## src/rtl/aes_pkg.sv

```systemverilog
`default_nettype none
// ============================================================================
//  Module      : aes_pkg
//  Description : Shared AES definitions: block width, mode encodings, the
//                pipeline stage record and the byte/row/column index helpers
//                used to place state bytes in the 128-bit vector.
//  Revision    : 1.0 - initial release
// ============================================================================
package aes_pkg;

  localparam int AES_BLOCK_W  = 128;
  localparam int AES_NB_BYTES = AES_BLOCK_W / 8;

  // Direction tag carried with every block.
  localparam logic MODE_ENC = 1'b0;  // ShiftRows
  localparam logic MODE_DEC = 1'b1;  // InvShiftRows

  // One pipeline slot: direction tag plus the permuted state.
  typedef struct packed {
    logic                   mode;
    logic [AES_BLOCK_W-1:0] data;
  } stage_t;

  // Byte k of the state sits in row k%4, column k/4 (column-major order).
  function automatic int byte_row(input int k);
    return k % 4;
  endfunction

  function automatic int byte_col(input int k);
    return k / 4;
  endfunction

  function automatic int byte_idx(input int r, input int c);
    return 4 * c + r;
  endfunction

  // Byte 0 occupies the most significant byte of the vector.
  function automatic int byte_msb(input int k);
    return AES_BLOCK_W - 1 - 8 * k;
  endfunction

  // Source column for output position (r, c). Row r rotates left by r
  // columns when encrypting and right by r columns when decrypting; the +4
  // keeps the decrypt difference non-negative before the modulo.
  function automatic int src_col(input logic dec, input int r, input int c);
    if (dec == MODE_DEC) begin
      return (c - r + 4) % 4;
    end
    return (c + r) % 4;
  endfunction

endpackage : aes_pkg
`default_nettype wire

```

## src/rtl/aes_shift_rows_comb.sv

```systemverilog
`default_nettype none
// ============================================================================
//  Module      : aes_shift_rows_comb
//  Description : Purely combinational AES ShiftRows / InvShiftRows byte
//                permutation. Shared by the pipelined wrapper and the round
//                datapath.
//  Ports       : mode      in   0 = ShiftRows, 1 = InvShiftRows
//                in_block  in   128-bit AES state
//                out_block out  permuted state
//  Revision    : 1.0 - initial release
// ============================================================================
module aes_shift_rows_comb
  import aes_pkg::*;
(
  input  logic                   mode,
  input  logic [AES_BLOCK_W-1:0] in_block,
  output logic [AES_BLOCK_W-1:0] out_block
);

  // Every output byte is a fixed two-way choice between its encrypt source
  // and its decrypt source, so the permutation collapses to 16 byte muxes
  // whose wiring is resolved at elaboration time.
  for (genvar k = 0; k < AES_NB_BYTES; k++) begin : g_byte
    localparam int ROW     = byte_row(k);
    localparam int COL     = byte_col(k);
    localparam int ENC_SRC = byte_idx(ROW, src_col(MODE_ENC, ROW, COL));
    localparam int DEC_SRC = byte_idx(ROW, src_col(MODE_DEC, ROW, COL));
    localparam int DST_MSB = byte_msb(k);
    localparam int ENC_MSB = byte_msb(ENC_SRC);
    localparam int DEC_MSB = byte_msb(DEC_SRC);

    assign out_block[DST_MSB -: 8] = (mode == MODE_DEC) ? in_block[DEC_MSB -: 8]
                                                        : in_block[ENC_MSB -: 8];
  end

endmodule : aes_shift_rows_comb
`default_nettype wire

```

## src/rtl/aes_shift_rows_pipe.sv

```systemverilog
`default_nettype none
// ============================================================================
//  Module      : aes_shift_rows_pipe
//  Description : Valid/ready pipelined AES ShiftRows / InvShiftRows. The
//                permutation is applied ahead of the first register, then the
//                block travels through STAGES elastic stages with its mode
//                tag. Counts accepted input blocks.
//  Parameters  : STAGES  number of register stages (1..4)
//                CNT_W   width of the accepted-block counter
//  Ports       : clk       in   clock, rising edge
//                rst_n     in   asynchronous active-low reset
//                flush     in   synchronous clear of all in-flight blocks
//                in_valid  in   block offered
//                in_ready  out  block accepted when in_valid && in_ready
//                in_mode   in   0 = ShiftRows, 1 = InvShiftRows
//                block     in   128-bit AES state
//                out_valid out  result present
//                out_ready in   downstream accepts when out_valid && out_ready
//                new_block out  permuted state
//                out_mode  out  mode tag travelling with the block
//                blk_cnt   out  count of accepted input blocks (wraps)
//  Revision    : 1.0 - initial release
// ============================================================================
module aes_shift_rows_pipe
  import aes_pkg::*;
#(
  parameter int STAGES = 2,
  parameter int CNT_W  = 16
) (
  input  logic                   clk,
  input  logic                   rst_n,
  input  logic                   flush,
  input  logic                   in_valid,
  output logic                   in_ready,
  input  logic                   in_mode,
  input  logic [AES_BLOCK_W-1:0] block,
  output logic                   out_valid,
  input  logic                   out_ready,
  output logic [AES_BLOCK_W-1:0] new_block,
  output logic                   out_mode,
  output logic [CNT_W-1:0]       blk_cnt
);

  logic [AES_BLOCK_W-1:0] perm_block;
  logic [STAGES-1:0]      advance;
  logic                   accept;

  logic [STAGES-1:0]      valid_q;
  logic [STAGES-1:0]      valid_d;
  stage_t                 stage_q [STAGES];
  stage_t                 stage_d [STAGES];
  logic [CNT_W-1:0]       blk_cnt_q;
  logic [CNT_W-1:0]       blk_cnt_d;

  aes_shift_rows_comb u_perm (
    .mode      (in_mode),
    .in_block  (block),
    .out_block (perm_block)
  );

  // Stage i may advance when it is empty or stage i+1 advances; the last
  // stage advances when empty or drained. Unrolled, stage i advances when any
  // stage from i to the output holds a bubble, or out_ready is high. Walking
  // from the output end with an accumulated bubble flag avoids a
  // self-referencing vector.
  always_comb begin
    logic bubble;
    bubble  = 1'b0;
    advance = '0;
    for (int i = STAGES - 1; i >= 0; i--) begin
      bubble     = bubble | ~valid_q[i];
      advance[i] = bubble | out_ready;
    end
  end

  assign in_ready = !flush && advance[0];
  assign accept   = in_valid && in_ready;

  always_comb begin
    valid_d = valid_q;
    for (int i = 0; i < STAGES; i++) begin
      stage_d[i] = stage_q[i];
    end

    if (advance[0]) begin
      valid_d[0]      = accept;
      stage_d[0].mode = in_mode;
      stage_d[0].data = perm_block;
    end

    for (int i = 1; i < STAGES; i++) begin
      if (advance[i]) begin
        valid_d[i] = valid_q[i-1];
        stage_d[i] = stage_q[i-1];
      end
    end

    // Flush only kills the valid bits; the data left behind is don't-care.
    if (flush) begin
      valid_d = '0;
    end

    blk_cnt_d = blk_cnt_q + CNT_W'(accept);
  end

  // Every stage is cleared on reset so the output stage reads zero and the
  // interior stages hold a known value.
  always_ff @(posedge clk or negedge rst_n) begin
    if (!rst_n) begin
      valid_q   <= '0;
      blk_cnt_q <= '0;
      for (int i = 0; i < STAGES; i++) begin
        stage_q[i] <= '0;
      end
    end else begin
      valid_q   <= valid_d;
      blk_cnt_q <= blk_cnt_d;
      for (int i = 0; i < STAGES; i++) begin
        stage_q[i] <= stage_d[i];
      end
    end
  end

  assign out_valid = valid_q[STAGES-1];
  assign new_block = stage_q[STAGES-1].data;
  assign out_mode  = stage_q[STAGES-1].mode;
  assign blk_cnt   = blk_cnt_q;

endmodule : aes_shift_rows_pipe
`default_nettype wire

```

## config.mk

```make
export PLATFORM = sky130hd
export DESIGN_NAME = aes_shift_rows_pipe
export DESIGN_NICKNAME = d
export VERILOG_FILES = /design/src/rtl/aes_pkg.sv /design/src/rtl/aes_shift_rows_comb.sv /design/src/rtl/aes_shift_rows_pipe.sv
export SDC_FILE = /design/constraint.sdc
export NUM_CORES = 1
export LEC_CHECK = 0
export BUFFER_PORTS_ARGS = -buffer_cell sky130_fd_sc_hd__buf_2
export CORE_UTILIZATION = 50
export CTS_CLUSTER_SIZE = 16
export DETAILED_ROUTE_END_ITERATION = 8
export PLACE_DENSITY = 0.77
export SLEW_MARGIN = 10
export SYNTH_ARGS = -nofsm -noshare
export SYNTH_HDL_FRONTEND = slang
export SYNTH_HIERARCHICAL = 1
export SYNTH_SLANG_ARGS = --single-unit
export TNS_END_PERCENT = 10
```

## constraint.sdc

```tcl
create_clock -name clk -period 1.9 [get_ports clk]
set_input_delay 0.285 -clock clk [delete_from_list [all_inputs] [get_ports clk]]
set_output_delay 0.285 -clock clk [all_outputs]
set_load 0.005 [all_outputs]
```

==> results.cfg, run 1 <==
[floorplanning]
row_count = 59
start_util = 0.509
coreArea_sq_um = 26100
die-area_sq_um = 27200
boundaryPins = 281
die_h_um = 165
fp.dieW_um = 165

[outcome]
status = complete, no violations

[timing]
period_share = 0.955
tightest_slew_ns = 0.436
max_slew_margin = 0.710
skew_ns = 0.0152
setup_tns_ns = 0
fmax_ghz = 0.551
timing.final.hold_violations = 0
hold_slack_ns = 0.110
setup_viol = 0
drv_slew = 0
period_minus_slack_ns = 1.81
rsz0062_at_grt = no

[route]
drtIter0Drc = 281
wire_per_inst_um = 18.5
vias = 6872
drc = 0
firstDrtPassIters = 4
via_per_inst = 4.88
antenna_left = 0
wl_um = 26000

[setup_path]
worstPathArrival_ns = 2.24
path_max_fanout = 72
endpoint_kind = flop
crit_type = flop to flop
critPathRequiredTime_ns = 2.32
startpoint_type = flop

[hold_path]
hp-class = input pin to flop

[place]
hpwl_um = 17400
gp_congestion = 0.834
port_buffers = 280
place_area_sq_um = 13600

[clock_tree]
clk_latency_ns = 0.55
cts_buffers = 30
clkTransAtPathRegs_ns = 0.06
htreeDepth = 1
cts_tree = yes
root_buffer = clkbuf_16
cts.sinks = 276
cts_buffer_depth = 3

[global_routing]
antenna_found_initial = 4
track_usage = 0.189
grt_pass1_wl_um = 40100
grt_max_degree = 73
grt_pass1_vias = 7425
gr-total-overflow = 0

[layout]
fin_area_sq_um = 15400
area_delta_synth_final_pct = 16.3
drive_gt1_frac = 0.640
fin_nets = 1180

[flow_run]
cap_violations = 0

[synthesis]
synth_edf_count = 0
synth_nets = 1008
synth_cell_types = 19
ys_ff_latch = 276
async_flop_share = 1.00
synth.avg_cell_area_sq_um = 15.2
syn_inst = 872
yosys_most_used_dff = dfrtp_1
seq_area_frac_synth = 0.521
ys_warn_count = 6
syn_area_sq_um = 13300

[power]
p_int_mw = 11.3
switching_share = 0.228
irDropWorstVdd_v = 0.000748
power_switching_mw = 3.32
cellPowerDensity_nw_per_um2 = 947
seq_power_share = 0.459
clock_power_share = 0.420
leakagePower_nw = 7.53
combPwrFrac = 0.121
p_total_mw = 14.6
## routing by layer
| metal | routed length (um) | global-route usage | vias up |
|---|---|---|---|
| met4 | 819 | 0.0680 | 0 |
| met2 | 13000 | 0.322 | 185 |
| met5 | 0 | 0 | - |
| met3 | 1420 | 0.0452 | 56 |
| li1 | - | - | 3156 |
| met1 | 10700 | 0.231 | 3475 |
## flip-flops by register name, summed over array words and instances, names as in the netlist
register	count
stage_q	129
blk_cnt	16
new_block	128
out_mode	1
valid_q	2
## synthesized netlist by cell type, types with 3 or more instances
cell type / count / area, sq um
dfrtp_1: 276 / 6910
buf_4: 200 / 1500
mux2_2: 162 / 1820
mux2_4: 160 / 2400
buf_6: 14 / 158
buf_2: 8 / 40.0
nand3_1: 8 / 40.0
nor2_1: 8 / 30.0
xnor2_1: 8 / 70.1
buf_12: 6 / 120
xor2_1: 6 / 52.6
nand2_1: 4 / 15.0
and4_1: 3 / 26.3
## final timing paths
check,from,to,slack [ns],cells past startpoint
min,block[16],stage_q[241],0.11,3
max reg2reg,valid_q[1],stage_q[143],0.09,5
min in group asynchronous,rst_n,new_block[83],0.23,2
max,valid_q[1],stage_q[143],0.09,5
max in group asynchronous,rst_n,stage_q[218],1.01,3
min reg2reg,blk_cnt[15],blk_cnt[15],0.48,1
## logic make-up after synthesis
group / after synthesis / synth area share
fa+ha+maj: 2 / 0.00189
xor+xnor: 14 / 0.00925
flops: 276 / 0.521
compound gates: 2 / 0.000755
simple gates: 28 / 0.0108
buf+inv: 228 / 0.137
mux: 322 / 0.319
## placed cells by master, fill, tap and decap left out, drive strengths merged
cell type      n
nand2          5
diode          4
nand4          2
nor2           8
a21oi          2
and4           3
buf          301
xnor2          8
clkinv         8
dlygate4sd3   67
dfrtp        276
bufinv         4
and2           1
nor2b          1
mux2         322
xor2           6
ha             2
nand3          8
clkbuf        44
## cell type report
cell class              count  area (sq um)
fillers                  1968         10600
flip-flops and latches    276          6910
multi-input cells         368          4600
repair buffers            368          2420
clock buffers              44           905
well taps                 335           419
clock inverters            12           160
diodes                      4          10.0
## through the flow
| step | setup WS, ns | instances | util |
|---|---|---|---|
| after global routing | 0.0175 | 1407 | 0.592 |
| final | 0.0854 | 1407 | 0.592 |
| after detailed placement | 0.0305 | 1279 | 0.523 |
| after CTS | 0.0401 | 1402 | 0.590 |
| after global placement | 0.0633 | 1279 | 0.523 |
| after floorplan | -0.0709 | 872 | - |
## power groups by stage
stage          registers [mW]  logic [mW]  clock network [mW]
6_report                 6.69        1.77                6.13
5_1_grt                  6.76        1.92                6.54
4_1_cts                  6.68        1.78                6.29
3_5_place_dp             6.78        1.66                   0
3_3_place_gp             6.75        1.62                   0
2_1_floorplan            6.71        1.33                   0
## critical path, cell delays in order, from the launching register on
cell and delay (ns):
dfrtp_1 0.36, nor2b_4 0.22, buf_16 0.35, nand2_8 0.15, buf_12 0.23, mux2_4 0.32
## repair_timing
action	CTS	global route
hold buffers	67	0
setup buffers	0	1
hold endpoints to repair	102	0
resized for setup	0	6
setup endpoints to repair	0	19
No activity file was read; power rests on OpenSTA's default activity.
==> run 2: changes to the inputs <==
--- a/config.mk
+++ b/config.mk
@@ -5,11 +5,12 @@
 export SDC_FILE = /design/constraint.sdc
 export NUM_CORES = 1
 export LEC_CHECK = 0
+export ABC_AREA = 1
 export BUFFER_PORTS_ARGS = -buffer_cell sky130_fd_sc_hd__buf_2
-export CORE_UTILIZATION = 50
+export CORE_UTILIZATION = 49
 export CTS_CLUSTER_SIZE = 16
 export DETAILED_ROUTE_END_ITERATION = 8
-export PLACE_DENSITY = 0.77
+export PLACE_DENSITY = 0.76
 export SLEW_MARGIN = 10
 export SYNTH_ARGS = -nofsm -noshare
 export SYNTH_HDL_FRONTEND = slang
==> run 2 against run 1 <==
  * The run now ends with setup timing left
  * Sequential share of layout area up 1.3 points
  * Maximum frequency down 5.1%
  * Synthesized area down 3.7%
  * Sequential cell count unchanged
  * Total power down 0.49%
  * Critical path depth up 7
  * Clock skew down 0.0029 ns
  * Via count up 48%
  * Critical endpoint is now blk_cnt[6]
  * Largest cell class unchanged
==> results.cfg, run 2 <==
[power]
switching_share = 0.246
irDropWorstVdd_v = 0.000726
combPwrFrac = 0.113
leakagePower_nw = 8.38
p_int_mw = 10.9
cellPowerDensity_nw_per_um2 = 969
power_switching_mw = 3.58
seq_power_share = 0.464
clock_power_share = 0.423

[synthesis]
synth_top_area_share = 0.541
synth_mux_area_frac = 0
synth_nets = 1725
synth.avg_cell_area_sq_um = 8.04
async_flop_share = 1.00
ys_warn_count = 6
synth-compound-area-share = 0.00157
synth_commonest_cells = nand2_1 (996), dfrtp_1 (276), buf_4 (193)
netlist.top_cell.by_area = dfrtp_1
synth_area_leaders = dfrtp_1 (54%), nand2_1 (29%), buf_4 (11%)
synth_fa_ha_area_frac = 0.00196
yosys_most_used_dff = dfrtp_1
seq_area_frac_synth = 0.541
synth_top_family_by_area = simple AND/OR/NAND/NOR gates
syn_inst = 1589
synth_most_common_cell = nand2_1
synthSimpleGateAreaFrac = 0.303
synth_edf_count = 0
ys_ff_latch = 276
synth_xor_area_frac = 0.00480
syn_area_sq_um = 12800
synth_cell_types = 21

[floorplanning]
die-area_sq_um = 26700
fp.dieW_um = 163
coreArea_sq_um = 25400
start_util = 0.503
die_h_um = 163
row_count = 58
boundaryPins = 281

[place]
place_area_sq_um = 13100
hpwl_um = 18900
gp_congestion = 0.822
port_buffers = 280
post-place-ws_ns = -0.108

[setup_path]
path_max_fanout = 8
endpoint_kind = flop
startpoint_type = flop
critPathRequiredTime_ns = 2.36
crit_type = flop to flop
worstPathArrival_ns = 2.38

[route]
drc = 0
vias = 10200
firstDrtPassIters = 5
drtIter0Drc = 832
via_per_inst = 4.85
wl_um = 30700
antenna_left = 0
wire_per_inst_um = 14.6

[clock_tree]
cts_buffer_depth = 3
root_buffer = clkbuf_16
cts.sinks = 276
clk_latency_ns = 0.54
cts_buffers = 30
clkTransAtPathRegs_ns = 0.06
cts_tree = yes
htreeDepth = 1

[layout]
final_cell_mix = nand2_1 (995), buf_2 (279), dfrtp_1 (276)
drive_gt1_frac = 0.218
fin_area_sq_um = 15000
final_common_cell = nand2_1
area_delta_synth_final_pct = 17.4
max_flop_register = stage_q
fin_util = 0.590
largest_reg_flops = 129
fin_nets = 1878

[timing]
setup_ws_ns = -0.0122
drv_slew = 0
period_share = 1.01
rsz0062_at_grt = yes
period_minus_slack_ns = 1.91
setup_tns_ns = -0.0299
tightest_slew_ns = 0.808
fmax_ghz = 0.523
skew_ns = 0.0123
hold_slack_ns = 0.0391
setup_viol = 3
max_slew_margin = 0.461
timing.final.hold_violations = 0

[global_routing]
antenna_found_initial = 2
grt_pass1_wl_um = 49100
grt_max_degree = 73
track_usage = 0.230
gr-total-overflow = 0
grt_pass1_vias = 9910

[flow_run]
cap_violations = 0

[outcome]
status = finished with violations
violations = setup timing

[hold_path]
hp-class = input pin to flop
-- run 2: cell count changes after synthesis, moves of 13 or more --
cell	previous run	this run
nand2_1	4	996
mux2_4	160	0
buf_2	8	45
inv_1	0	13
buf_6	14	0
clkbuf_1	0	16
mux2_2	162	0
-- run 2: critical path, cell delays in order, from the launching register on --
cell,delay (ns)
dfrtp_1,0.40
inv_2,0.07
nor2_4,0.04
inv_4,0.06
nor2_4,0.05
nor3_4,0.17
buf_6,0.15
ha_4,0.14
ha_4,0.14
nand3_4,0.09
nor2_4,0.24
buf_6,0.13
xor2_1,0.15
-- run 2: per-stage QoR --
stage	power [mW]	std cells
global route	15.1	2095
detailed placement	8.32	1967
floorplan	7.87	1589
finish	14.5	2095
CTS	14.6	2087
global placement	8.27	1967
-- run 2: repair_timing --
item	4_1_cts	5_1_grt
pin swaps	2	4
setup endpoints to repair	72	17
setup buffers	0	6
cloned	0	1
endpoints found under the hold margin	113	0
hold buffers	66	0
resized for setup	11	11
-- run 2: final timing paths --
kind	from	cells past startpoint	slack (ns)	to
setup / recovery	valid_q[1]	12	-0.01	blk_cnt[6]
hold / removal	block[3]	5	0.04	stage_q[228]
setup reg to reg	valid_q[1]	12	-0.01	blk_cnt[6]
hold reg to reg	stage_q[162]	2	0.46	new_block[33]
max in group asynchronous	rst_n	3	0.95	new_block[109]
min in group asynchronous	rst_n	2	0.26	new_block[18]
-- run 2: power groups by stage --
stage | clock network, mW | logic, mW | registers, mW
2_1_floorplan | 0 | 1.12 | 6.75
3_5_place_dp | 0 | 1.50 | 6.82
5_1_grt | 6.48 | 1.86 | 6.81
4_1_cts | 6.26 | 1.63 | 6.74
3_3_place_gp | 0 | 1.46 | 6.81
6_report | 6.14 | 1.64 | 6.74
-- run 2: area by class of cell --
type	count	area (sq um)
well taps	330	413
flip-flops and latches	276	6910
clock inverters	11	160
clock buffers	43	901
diodes	1	2.50
multi-input cells	1036	4060
fillers	2177	10400
inverters	16	65.1
repair buffers	382	2480
-- run 2: layer usage --
metal	GRT usage	vias up	part of all wire
met4	0.0854	2	0.035
met1	0.297	4789	0.42
li1	-	4890	-
met2	0.380	396	0.47
met3	0.0460	77	0.072
met5	0	-	0.00042
-- run 2: logic make-up (layout without fill, tap and decap cells) --
logic type,Yosys count,after routing
adders and majority gates,2,2
xor gates and xnor gates,7,7
buffers and inverters,277,452
AOI/OAI and AO/OA,4,4
and+or+nand+nor,1023,1023
DFF,276,276
other,0,1
==> run 3: changes to the inputs <==
--- a/config.mk
+++ b/config.mk
@@ -7,10 +7,10 @@
 export LEC_CHECK = 0
 export ABC_AREA = 1
 export BUFFER_PORTS_ARGS = -buffer_cell sky130_fd_sc_hd__buf_2
-export CORE_UTILIZATION = 49
+export CORE_UTILIZATION = 59
 export CTS_CLUSTER_SIZE = 16
 export DETAILED_ROUTE_END_ITERATION = 8
-export PLACE_DENSITY = 0.76
+export PLACE_DENSITY = 0.86
 export SLEW_MARGIN = 10
 export SYNTH_ARGS = -nofsm -noshare
 export SYNTH_HDL_FRONTEND = slang
==> constraint.sdc (replaced) <==
create_clock -name clk -period 2.3 [get_ports clk]
set_input_delay 0.345 -clock clk [delete_from_list [all_inputs] [get_ports clk]]
set_output_delay 0.345 -clock clk [all_outputs]
set_load 0.005 [all_outputs]
==> run 3 against run 2 <==
  * Sequential cell count unchanged
  * Sequential share of layout area up 2.4 points
  * The run now ends clean
  * Routed wire length down 2.4%
  * Die area down 17%
  * Clock skew up 0.00089 ns
  * Cell count down 5.3%
  * Global-route usage up 3.8 points
==> results.cfg, run 3 (synthesis results as in run 2) <==
[outcome]
status = complete, no violations

[timing]
max_slew_margin = 0.524
rsz0062_at_grt = no
setup_tns_ns = 0
fmax_ghz = 0.459
skew_ns = 0.0132
timing.final.hold_violations = 0
period_minus_slack_ns = 2.18
drv_slew = 0
tightest_slew_ns = 0.715
hold_slack_ns = 0.0148
setup_viol = 0
period_share = 0.948

[place]
placed_cells = 1899
hpwl_um = 17900
port_buffers = 280
gp_congestion = 0.852

[layout]
largest_reg_flops = 129
fin_util = 0.676
final_cell_mix = nand2_1 (996), buf_2 (279), dfrtp_1 (276)
stdcell_count = 1984
final.fill_count = 1679
area_delta_synth_final_pct = 11.6
fin_nets = 1821
drive_gt1_frac = 0.204
final_common_cell = nand2_1
max_flop_register = stage_q

[global_routing]
grt_max_degree = 131
grt_pass1_wl_um = 47600
antenna_found_initial = 6
track_usage = 0.268
grt_pass1_vias = 9964
gr-total-overflow = 0

[power]
switching_share = 0.247
leakagePower_nw = 8.09
clock_power_share = 0.405
power_switching_mw = 2.82
irDropWorstVdd_v = 0.000515
seq_power_share = 0.485
combPwrFrac = 0.110
p_int_mw = 8.62
cellPowerDensity_nw_per_um2 = 803

[route]
wire_per_inst_um = 15.1
antenna_left = 0
wl_um = 30000
vias = 10100
firstDrtPassIters = 4
drtIter0Drc = 678
drc = 0
via_per_inst = 5.08

[setup_path]
crit_type = flop to output pin
path_delay_family = buffers and inverters
slowest_stage = dfrtp_1
critPathRequiredTime_ns = 1.96
critical_path.max_stage_delay_ns = 0.34
crit_chain = inv_1 > nor2_4 > inv_4 > nor2_4 > buf_4 > buf_16 > nor2_1 > buf_2
startpoint_type = flop
cp_num_buf_inv = 5
worstPathArrival_ns = 1.84
path_max_fanout = 34
crit_path_frequent_cell = nor2_4
endpoint_kind = output pin

[floorplanning]
fp.dieW_um = 149
coreArea_sq_um = 21100
die-area_sq_um = 22200
start_util = 0.605
row_count = 53
die_h_um = 149
boundaryPins = 281

[flow_run]
cap_violations = 0

[clock_tree]
cts_buffer_depth = 3
root_buffer = clkbuf_16
htreeDepth = 1
clkTransAtPathRegs_ns = 0.06
cts_tree = yes
cts.sinks = 276
cts_buffers = 28
clk_latency_ns = 0.53

[hold_path]
hp-class = input pin to flop
run 3: changes by cell type in the layout (fill, tap and decap cells not counted), sizes merged:
| cell | change |
|---|---|
| dlygate4sd3 | -36 |
| buf | -18 |
| clkbuf | -4 |
| diode | +3 |
| clkinv | +2 |
| clkinvlp | -2 |
| bufinv | -1 |
run 3: metal layers:
metal  GRT usage  vias to the layer above  wire (um)  part of all wire
met2       0.446                      391      14700              0.49
met4       0.131                        4       1180             0.039
li1            -                     4766          -                 -
met5           0                        -         23           0.00077
met1       0.334                     4827      12000              0.40
met3      0.0560                       89       2030             0.068
run 3: worst paths after layout:
| kind | start | to | slack [ns] | cells after the start |
|---|---|---|---|---|
| min reg2reg | stage_q[224] | new_block[95] | 0.47 | 2 |
| min in group asynchronous | rst_n | blk_cnt[12] | 0.38 | 2 |
| max in group asynchronous | rst_n | stage_q[199] | 1.19 | 3 |
| max | valid_q[1] | in_ready | 0.12 | 8 |
| max reg2reg | valid_q[1] | blk_cnt[8] | 0.18 | 12 |
| min | block[26] | stage_q[155] | 0.01 | 3 |
run 3: through the flow:
stage | total power [mW] | worst slack, ns | area [sq um]
after floorplan | 6.49 | 0.317 | 12800
after global placement | 6.77 | 0.329 | 13000
after detailed placement | 6.83 | 0.175 | 13000
after CTS | 11.5 | 0.0522 | 14200
after global routing | 11.9 | 0.00881 | 14200
final | 11.4 | 0.119 | 14200
run 3: timing repair:
action | 4_1_cts | 5_1_grt
hold buffers | 30 | 0
resized for setup | 0 | 2
setup endpoints to repair | 0 | 2
buffers inserted | 0 | 0
hold endpoints to repair | 94 | 0
run 3: cell type report:
cell class              count  area, sq um  area share
flip-flops and latches    276         6910       0.485
multi-input cells        1036         3990       0.280
repair buffers            327         1990       0.140
clock buffers              40          817      0.0573
well taps                 275          344      0.0241
clock inverters            10          125     0.00878
inverters                  16         65.1     0.00457
diodes                      4         10.0    0.000702
run 3: power by group through the flow:
stage	Combinational [mW]	Clock [mW]	Sequential, mW
3_5_place_dp	1.21	0	5.62
3_3_place_gp	1.16	0	5.60
6_report	1.26	4.63	5.55
4_1_cts	1.26	4.71	5.54
5_1_grt	1.43	4.89	5.60
2_1_floorplan	0.922	0	5.57
run 3: worst min-delay path, stage by stage:
cell and delay (ns):
buf_2 0.07, nand2_1 0.04, nand2_1 0.05
